[src/rtl/ysyx_210247_wb_arbiter_pkg.sv]
//==============================================================================
// ysyx_210247_wb_arbiter_pkg
//   Shared widths, source-select encoding and the write-back queue entry type.
//   The pc/inst fields exist only with YSYX_210247_WB_DIFFTEST_EN.
//   Rev 1.0
//==============================================================================
`default_nettype none

package ysyx_210247_wb_arbiter_pkg;
  localparam int REG_BUS = 64;
  localparam int INST_W  = 32;
  localparam int RIDX_W  = 5;
  localparam logic [REG_BUS-1:0] ZERO_WORD = '0;

  typedef enum logic [0:0] {
    WB_SRC_ALU = 1'b0,
    WB_SRC_LSU = 1'b1
  } wb_src_e;

  typedef struct packed {
    logic [RIDX_W-1:0]  rd;
    logic [REG_BUS-1:0] data;
`ifdef YSYX_210247_WB_DIFFTEST_EN
    logic [REG_BUS-1:0] pc;
    logic [INST_W-1:0]  inst;
`endif
  } wb_entry_t;

  localparam int WB_ENTRY_W = $bits(wb_entry_t);
endpackage

`default_nettype wire

[src/rtl/ysyx_210247_wb_arbiter_if.sv]
//==============================================================================
// ysyx_210247_wb_arbiter_if
//   Result handshakes, scoreboard query and regfile write port of the
//   write-back arbiter. Commit/pc/inst signals need YSYX_210247_WB_DIFFTEST_EN.
//   Rev 1.0
//==============================================================================
`default_nettype none

interface ysyx_210247_wb_arbiter_if;
  import ysyx_210247_wb_arbiter_pkg::*;

  logic               alu_valid;
  logic               alu_ready;
  logic [RIDX_W-1:0]  alu_rd;
  logic [REG_BUS-1:0] alu_data;
  logic               lsu_valid;
  logic               lsu_ready;
  logic [RIDX_W-1:0]  lsu_rd;
  logic [REG_BUS-1:0] lsu_data;
  logic               iss_valid;
  logic [RIDX_W-1:0]  iss_rd;
  logic [RIDX_W-1:0]  chk_rs1;
  logic [RIDX_W-1:0]  chk_rs2;
  logic               busy1;
  logic               busy2;
  logic               w_ena;
  logic [RIDX_W-1:0]  w_addr;
  logic [REG_BUS-1:0] w_data;
`ifdef YSYX_210247_WB_DIFFTEST_EN
  logic [REG_BUS-1:0] alu_pc;
  logic [INST_W-1:0]  alu_inst;
  logic [REG_BUS-1:0] lsu_pc;
  logic [INST_W-1:0]  lsu_inst;
  logic               cmt_valid;
  logic [REG_BUS-1:0] cmt_pc;
  logic [INST_W-1:0]  cmt_inst;
`endif

  modport slave (
    input  alu_valid, alu_rd, alu_data, lsu_valid, lsu_rd, lsu_data,
    input  iss_valid, iss_rd, chk_rs1, chk_rs2,
`ifdef YSYX_210247_WB_DIFFTEST_EN
    input  alu_pc, alu_inst, lsu_pc, lsu_inst,
    output cmt_valid, cmt_pc, cmt_inst,
`endif
    output alu_ready, lsu_ready, busy1, busy2, w_ena, w_addr, w_data
  );

  modport master (
    output alu_valid, alu_rd, alu_data, lsu_valid, lsu_rd, lsu_data,
    output iss_valid, iss_rd, chk_rs1, chk_rs2,
`ifdef YSYX_210247_WB_DIFFTEST_EN
    output alu_pc, alu_inst, lsu_pc, lsu_inst,
    input  cmt_valid, cmt_pc, cmt_inst,
`endif
    input  alu_ready, lsu_ready, busy1, busy2, w_ena, w_addr, w_data
  );
endinterface

`default_nettype wire

[src/rtl/ysyx_210247_wb_arbiter_fifo.sv]
//==============================================================================
// ysyx_210247_wb_fifo
//   2-entry FIFO; ready comes from the registered count only.
//   Rev 1.0
//==============================================================================
`default_nettype none

module ysyx_210247_wb_fifo #(
  parameter int WIDTH = 8
) (
  input  logic             clk,
  input  logic             rst,
  input  logic             i_push,
  input  logic [WIDTH-1:0] i_din,
  output logic             o_ready,
  input  logic             i_pop,
  output logic             o_valid,
  output logic [WIDTH-1:0] o_dout
);
  logic [WIDTH-1:0] r_mem [2];
  logic             r_wptr;
  logic             r_rptr;
  logic [1:0]       r_count;
  logic             w_do_push;
  logic             w_do_pop;

  assign o_ready   = ~rst & (r_count != 2'd2);
  assign o_valid   = (r_count != 2'd0);
  assign o_dout    = r_mem[r_rptr];
  assign w_do_push = i_push & o_ready;
  assign w_do_pop  = i_pop & o_valid;

  always_ff @(posedge clk) begin
    if (rst) begin
      r_wptr  <= 1'b0;
      r_rptr  <= 1'b0;
      r_count <= 2'd0;
    end else begin
      if (w_do_push) begin
        r_mem[r_wptr] <= i_din;
        r_wptr        <= ~r_wptr;
      end
      if (w_do_pop) begin
        r_rptr <= ~r_rptr;
      end
      case ({w_do_push, w_do_pop})
        2'b10:   r_count <= r_count + 2'd1;
        2'b01:   r_count <= r_count - 2'd1;
        default: r_count <= r_count;
      endcase
    end
  end
endmodule

`default_nettype wire

[src/rtl/ysyx_210247_wb_arbiter.sv]
//==============================================================================
// ysyx_210247_wb_arbiter
//   LSU-priority write-back arbiter with RAW scoreboard; commit reporting is
//   enabled by YSYX_210247_WB_DIFFTEST_EN.
//   Rev 1.0
//==============================================================================
`default_nettype none

module ysyx_210247_wb_arbiter
  import ysyx_210247_wb_arbiter_pkg::*;
(
  input  logic                   clk,
  input  logic                   rst,
  ysyx_210247_wb_arbiter_if.slave bus
);
  wb_entry_t          w_alu_in;
  wb_entry_t          w_lsu_in;
  wb_entry_t          w_alu_head;
  wb_entry_t          w_lsu_head;
  wb_entry_t          w_head;
  logic               w_alu_hv;
  logic               w_lsu_hv;
  logic               w_alu_pop;
  logic               w_lsu_pop;
  logic               w_pop;
  logic               w_wr;
  wb_src_e            w_sel;
  logic [31:0]        r_busy;
  logic [31:0]        w_busy_nxt;
  logic               r_w_ena;
  logic [RIDX_W-1:0]  r_w_addr;
  logic [REG_BUS-1:0] r_w_data;

  always_comb begin
    w_alu_in      = '0;
    w_lsu_in      = '0;
    w_alu_in.rd   = bus.alu_rd;
    w_alu_in.data = bus.alu_data;
    w_lsu_in.rd   = bus.lsu_rd;
    w_lsu_in.data = bus.lsu_data;
`ifdef YSYX_210247_WB_DIFFTEST_EN
    w_alu_in.pc   = bus.alu_pc;
    w_alu_in.inst = bus.alu_inst;
    w_lsu_in.pc   = bus.lsu_pc;
    w_lsu_in.inst = bus.lsu_inst;
`endif
  end

  ysyx_210247_wb_fifo #(.WIDTH(WB_ENTRY_W)) u_alu_fifo (
    .clk     (clk),
    .rst     (rst),
    .i_push  (bus.alu_valid),
    .i_din   (w_alu_in),
    .o_ready (bus.alu_ready),
    .i_pop   (w_alu_pop),
    .o_valid (w_alu_hv),
    .o_dout  (w_alu_head)
  );

  ysyx_210247_wb_fifo #(.WIDTH(WB_ENTRY_W)) u_lsu_fifo (
    .clk     (clk),
    .rst     (rst),
    .i_push  (bus.lsu_valid),
    .i_din   (w_lsu_in),
    .o_ready (bus.lsu_ready),
    .i_pop   (w_lsu_pop),
    .o_valid (w_lsu_hv),
    .o_dout  (w_lsu_head)
  );

  // LSU always wins: the core is stalled on an outstanding load.
  assign w_sel     = w_lsu_hv ? WB_SRC_LSU : WB_SRC_ALU;
  assign w_lsu_pop = w_lsu_hv;
  assign w_alu_pop = w_alu_hv & ~w_lsu_hv;
  assign w_pop     = w_alu_hv | w_lsu_hv;
  assign w_head    = (w_sel == WB_SRC_LSU) ? w_lsu_head : w_alu_head;
  assign w_wr      = w_pop & (w_head.rd != '0);

  // Clear before set so a re-issue in the pop cycle keeps the register busy.
  always_comb begin
    w_busy_nxt = r_busy;
    if (w_wr) begin
      w_busy_nxt[w_head.rd] = 1'b0;
    end
    if (bus.iss_valid) begin
      w_busy_nxt[bus.iss_rd] = 1'b1;
    end
    w_busy_nxt[0] = 1'b0;
  end

  always_ff @(posedge clk) begin
    if (rst) begin
      r_busy   <= '0;
      r_w_ena  <= 1'b0;
      r_w_addr <= '0;
      r_w_data <= ZERO_WORD;
    end else begin
      r_busy  <= w_busy_nxt;
      r_w_ena <= w_wr;
      if (w_wr) begin
        r_w_addr <= w_head.rd;
        r_w_data <= w_head.data;
      end
    end
  end

  assign bus.busy1  = r_busy[bus.chk_rs1];
  assign bus.busy2  = r_busy[bus.chk_rs2];
  assign bus.w_ena  = r_w_ena;
  assign bus.w_addr = r_w_addr;
  assign bus.w_data = r_w_data;

`ifdef YSYX_210247_WB_DIFFTEST_EN
  logic               r_cmt_valid;
  logic [REG_BUS-1:0] r_cmt_pc;
  logic [INST_W-1:0]  r_cmt_inst;

  always_ff @(posedge clk) begin
    if (rst) begin
      r_cmt_valid <= 1'b0;
      r_cmt_pc    <= ZERO_WORD;
      r_cmt_inst  <= '0;
    end else begin
      r_cmt_valid <= w_pop;
      if (w_pop) begin
        r_cmt_pc   <= w_head.pc;
        r_cmt_inst <= w_head.inst;
      end
    end
  end

  assign bus.cmt_valid = r_cmt_valid;
  assign bus.cmt_pc    = r_cmt_pc;
  assign bus.cmt_inst  = r_cmt_inst;
`endif
endmodule

`default_nettype wire
[src/flat_wrapper.sv]
// flat-port wrapper written by rule: the top's interface ports become plain ports
module ysyx_210247_wb_arbiter_flat import ysyx_210247_wb_arbiter_pkg::*;
  (clk, rst, bus_alu_valid, bus_alu_rd, bus_alu_data, bus_lsu_valid, bus_lsu_rd, bus_lsu_data, bus_iss_valid, bus_iss_rd, bus_chk_rs1, bus_chk_rs2, bus_alu_ready, bus_lsu_ready, bus_busy1, bus_busy2, bus_w_ena, bus_w_addr, bus_w_data);
  ysyx_210247_wb_arbiter_if bus_i ();
  input  logic clk;
  input  logic rst;
  input wire logic [$bits(bus_i.alu_valid)-1:0] bus_alu_valid;
  input wire logic [$bits(bus_i.alu_rd)-1:0] bus_alu_rd;
  input wire logic [$bits(bus_i.alu_data)-1:0] bus_alu_data;
  input wire logic [$bits(bus_i.lsu_valid)-1:0] bus_lsu_valid;
  input wire logic [$bits(bus_i.lsu_rd)-1:0] bus_lsu_rd;
  input wire logic [$bits(bus_i.lsu_data)-1:0] bus_lsu_data;
  input wire logic [$bits(bus_i.iss_valid)-1:0] bus_iss_valid;
  input wire logic [$bits(bus_i.iss_rd)-1:0] bus_iss_rd;
  input wire logic [$bits(bus_i.chk_rs1)-1:0] bus_chk_rs1;
  input wire logic [$bits(bus_i.chk_rs2)-1:0] bus_chk_rs2;
  output wire logic [$bits(bus_i.alu_ready)-1:0] bus_alu_ready;
  output wire logic [$bits(bus_i.lsu_ready)-1:0] bus_lsu_ready;
  output wire logic [$bits(bus_i.busy1)-1:0] bus_busy1;
  output wire logic [$bits(bus_i.busy2)-1:0] bus_busy2;
  output wire logic [$bits(bus_i.w_ena)-1:0] bus_w_ena;
  output wire logic [$bits(bus_i.w_addr)-1:0] bus_w_addr;
  output wire logic [$bits(bus_i.w_data)-1:0] bus_w_data;
  assign bus_i.alu_valid = bus_alu_valid;
  assign bus_i.alu_rd = bus_alu_rd;
  assign bus_i.alu_data = bus_alu_data;
  assign bus_i.lsu_valid = bus_lsu_valid;
  assign bus_i.lsu_rd = bus_lsu_rd;
  assign bus_i.lsu_data = bus_lsu_data;
  assign bus_i.iss_valid = bus_iss_valid;
  assign bus_i.iss_rd = bus_iss_rd;
  assign bus_i.chk_rs1 = bus_chk_rs1;
  assign bus_i.chk_rs2 = bus_chk_rs2;
  assign bus_alu_ready = bus_i.alu_ready;
  assign bus_lsu_ready = bus_i.lsu_ready;
  assign bus_busy1 = bus_i.busy1;
  assign bus_busy2 = bus_i.busy2;
  assign bus_w_ena = bus_i.w_ena;
  assign bus_w_addr = bus_i.w_addr;
  assign bus_w_data = bus_i.w_data;
  ysyx_210247_wb_arbiter u_core (.clk(clk), .rst(rst), .bus(bus_i));
endmodule
[config.mk]
export PLATFORM = sky130hd
export DESIGN_NAME = ysyx_210247_wb_arbiter_flat
export DESIGN_NICKNAME = d
export VERILOG_FILES = /design/src/rtl/ysyx_210247_wb_arbiter_pkg.sv /design/src/rtl/ysyx_210247_wb_arbiter_if.sv /design/src/rtl/ysyx_210247_wb_arbiter_fifo.sv /design/src/rtl/ysyx_210247_wb_arbiter.sv /design/src/flat_wrapper.sv
export SDC_FILE = /design/constraint.sdc
export NUM_CORES = 1
export LEC_CHECK = 0
export ABC_AREA = 1
export ABC_CLOCK_PERIOD_IN_PS = 4500
export BUFFER_PORTS_ARGS = -buffer_cell sky130_fd_sc_hd__buf_2
export CAP_MARGIN = 0
export CORE_ASPECT_RATIO = 1.5
export CORE_UTILIZATION = 52
export DETAILED_ROUTE_END_ITERATION = 12
export GPL_TIMING_DRIVEN = 0
export PLACE_DENSITY_LB_ADDON = 0.3
export RECOVER_POWER = 25
export SYNTH_ARGS = -nofsm -noshare
export SYNTH_HDL_FRONTEND = slang
export SYNTH_HIERARCHICAL = 1
export SYNTH_SLANG_ARGS = --single-unit
[constraint.sdc]
create_clock -name clk -period 4.5 [get_ports clk]
set_clock_uncertainty 0.2 [all_clocks]
set_input_delay 0.45 -clock clk [delete_from_list [all_inputs] [get_ports clk]]
set_output_delay 0.45 -clock clk [all_outputs]
set_load 0.02 [all_outputs]
==> out/metrics.json <==
{
  "place.port_buffers": 227,
  "synthSimpleGateAreaFrac_pct": 16.5,
  "first_global_vias": 12100,
  "p_clk_share_pct": 33.4,
  "drt_iter0_markers": 704,
  "least_margin_pin_slew_ns": 0.987,
  "clock-root-buffer": "clkbuf_16",
  "layout.cell_area.non_filler_um2": 20300,
  "timing.hold.worst.class": "in2reg",
  "outcome": "finished, final reports clean",
  "clock_sinks": 387,
  "post_synth_fa_ha_maj_area_fraction_pct": 0.157,
  "fill_cells": 2290,
  "ff2ff_setup_slack_ns": 1.75,
  "maximum_level_of_the_cts_h_tree": 2,
  "core.rowCount": 78,
  "setup_total_negative_slack_ns": 0,
  "dpl.hpwl_mm": 26.9,
  "worst-endpoint-required_ns": 4.72,
  "vias_per_cell": 5.14,
  "crit_family": "buffers and inverters",
  "dominantRegCellSynth": "edfxtp_1",
  "crit_path_max_incr_delay_ns": 0.32,
  "synth-seq-cells": 387,
  "drtAntennaViolNets": 0,
  "critical_path.max_fanout": 10,
  "numPlacedInstances": 2021,
  "cp.buffers_inverters": 6,
  "maxSlewViolCount": 0,
  "setup_ws_ns": 1.75,
  "synth_enable_flop_cells": 276,
  "finalCritPeriodShare_pct": 61.1,
  "cts_tree": "yes",
  "grt_first_pass_wirelength_mm": 62.7,
  "rsz_0062_raised_after_global_routing": "false",
  "sequentialPowerShare_pct": 45.7,
  "ctsLongestPathBuffers": 3,
  "crit_type": "reg2reg",
  "grt.overflow.total": 0,
  "syn-num-nets": 1548,
  "critPathCaptureType": "flip-flop",
  "main_combinational_cell_family_by_area_after_synthesis": "simple AND/OR/NAND/NOR gates",
  "final.min_clock_period_ns": 2.75,
  "area.sequential_um2": 10500,
  "synth_mux_area_share_pct": 10.2,
  "crit_path_start_kind": "flip-flop",
  "synth-compound-area-share_pct": 3.79,
  "dpl-instance-area_um2": 17700,
  "fraction_of_synthesized_cell_area_in_xor_and_xnor_cells_pct": 0,
  "drive_above_1_share_pct": 25.3,
  "grt_use_total_pct": 25.8,
  "largest_net_degree_at_the_start_of_global_routing": 46,
  "netSwitchingPower_mw": 2.67,
  "start_util_pct": 52.7,
  "power_per_cell_area_nw_per_um2": 460,
  "tritoncts.num_buffers": 36,
  "worst_ep_arrival_time_ns": 2.96,
  "placement.setup.worst_slack_ns": 1.75,
  "postSynthAreaPerCell_um2": 11.5,
  "route.final.wire_length_mm": 40.0,
  "cts.clk_slew.worst_paths_ns": 0.06,
  "ys_async_sr_fraction_pct": 0,
  "swShare_pct": 28.7,
  "detail_route.drc_violations": 0,
  "total_power_mw": 9.31,
  "slowest_stage": "dfxtp_1",
  "synth.yosys.warnings": 6,
  "power_frac_comb_pct": 20.9,
  "grt_antenna_before_repair": 2,
  "number_of_vias_after_detailed_routing": 11500,
  "finalNetCount": 1957,
  "timing.critical_path.cells": "buf_6 > buf_6 > buf_8 > mux2_4 > nand2_1 > nand2_4 > nor2_8 > nand3_2 > nand2_4 > inv_2 > buf_6 > buf_6 > nor2_2 > nor2_1",
  "area_used_by_multi_input_combinational_logic_um2": 4900,
  "worst_path_most_repeated_cell": "buf_6",
  "timing.fmax_mhz": 364,
  "dieArea_um2": 31400,
  "die_h_um": 217,
  "cell_leakage_power_nw": 7.92,
  "design.core.area_um2": 30300,
  "ir_drop_mv": 0.382,
  "synthesis.area_um2": 16000,
  "synthesis.instances": 1388,
  "fin_cells": 2228,
  "worstSkewPairLatency_ns": 0.52,
  "final-hold-violation-count": 0,
  "cts.repair.resized": 0,
  "yosysSeqAreaShare_pct": 65.9,
  "min_path_cells": 4,
  "slew_headroom_pct": 33.7,
  "area_growth_pct": 27.0,
  "routability_driven_placement_congestion_ratio": 0.869,
  "drv_cap": 0,
  "setup-violations-final": 0,
  "timing.critical_path.depth": 14,
  "power.internal_mw": 6.64,
  "ff2ff_path_depth": 14,
  "synth_cell_type_count": 28,
  "drt_first_pass_iters": 5,
  "drt-wirelength-per-cell_um": 18.0,
  "fp.dieW_um": 145,
  "boundaryPins": 232
}
-- path summary, 6_finish.rpt --
path                                             startpoint                                   endpoint
worst min-delay path                                    rst  u_core/u_alu_fifo/r_count[1]$_SDFFE_PP0P_
worst min register to register  u_core/r_busy[3]$_SDFF_PP0_                u_core/r_busy[3]$_SDFF_PP0_
worst max-delay path                              flip-flop         u_core/bus.w_data[43]$_SDFFE_PP0N_
worst max register to register                    flip-flop         u_core/bus.w_data[43]$_SDFFE_PP0N_
-- cell type report --
type | instances | area share, %
Sequential cell | 387 | 51.9
Multi-Input combinational cell | 889 | 24.2
Clock inverter | 13 | 0.605
Tap cell | 400 | 2.47
Buffer | 65 | 1.84
Clock buffer | 53 | 5.42
Timing Repair Buffer | 371 | 12.7
Inverter | 47 | 0.908
Antenna cell | 3 | 0.0370
-- routing by layer --
| layer | track usage (%) | vias up | routed length (um) |
|---|---|---|---|
| met3 | 4.06 | 97 | 1950 |
| met5 | 0 | - | 0 |
| met1 | 27.2 | 5444 | 14800 |
| li1 | - | 5557 | - |
| met2 | 49.8 | 354 | 21800 |
| met4 | 12.0 | 0 | 1550 |
-- stage by stage --
stage	utilization (%)	hold slack (ns)
after floorplan	-	0.239
after global placement	58.1	0.252
after detailed placement	58.6	0.254
after CTS	67.2	0.104
after global routing	67.0	0.131
final	67.0	0.122
-- flip-flops by register name (all words and copies together), names as in the netlist, 2 cells and up, named ones only --
name	cells
u_core/u_lsu_fifo/r_mem	138
u_core/bus.w_addr	5
u_core/u_alu_fifo/r_mem	138
u_core/u_lsu_fifo/r_count	2
u_core/u_alu_fifo/r_count	2
u_core/bus.w_data	64
u_core/r_busy	31
-- power groups by stage --
| stage | logic (mW) | clock network (mW) | registers [mW] |
|---|---|---|---|
| after floorplan | 1.00 | 0 | 4.52 |
| after global placement | 1.78 | 0 | 4.33 |
| after CTS | 1.94 | 3.15 | 4.25 |
| after global routing | 2.12 | 3.30 | 4.28 |
| final | 1.94 | 3.11 | 4.26 |
| after detailed placement | 1.83 | 0 | 4.32 |
-- cell usage after synthesis (3+ instances only) --
cell | n | share of area (%)
mux2_2 | 118 | 8.3
buf_2 | 25 | 0.78
nor3_1 | 10 | 0.31
dfxtp_1 | 111 | 14
mux2_4 | 20 | 1.9
nand2_2 | 6 | 0.24
nand4_1 | 4 | 0.16
inv_1 | 43 | 1.0
nor2_2 | 40 | 1.6
buf_1 | 9 | 0.21
nand3_1 | 55 | 1.7
a21oi_1 | 38 | 1.2
buf_6 | 10 | 0.71
nand2_1 | 387 | 9.1
clkbuf_1 | 19 | 0.45
o21ai_0 | 72 | 2.3
nand2_4 | 3 | 0.21
o211ai_1 | 6 | 0.28
nor2_1 | 124 | 2.9
edfxtp_1 | 276 | 52
inv_2 | 3 | 0.071
-- timing repair --
item	in CTS	in global routing
hold endpoints to repair	276	0
setup buffers	0	0
hold buffers	138	0
-- placed cells by master, fill, tap and decap left out, drive strengths merged, types with 6 or more instances in the layout --
cell,n
a21oi,39
buf,218
clkbuf,133
clkinv,11
dfxtp,111
dlygate4sd3,138
edfxtp,276
inv,47
mux2,138
nand2,396
nand3,56
nor2,166
nor3,10
o211ai,6
o21ai,72
-- logic make-up (layout without fill, tap and decap cells) --
group,Yosys count,count (layout)
simple gates,632,632
compound gates,117,117
flops,387,387
other cells,0,3
buf+inv,112,549
fa+ha+maj,2,2
mux,138,138
-- tightest hold or removal path, cell delays in order --
cell	delay, ns
buf_2	0.12
inv_1	0.11
nand2_1	0.09
nor2_1	0.03
No activity file was read; power rests on OpenSTA's default activity.
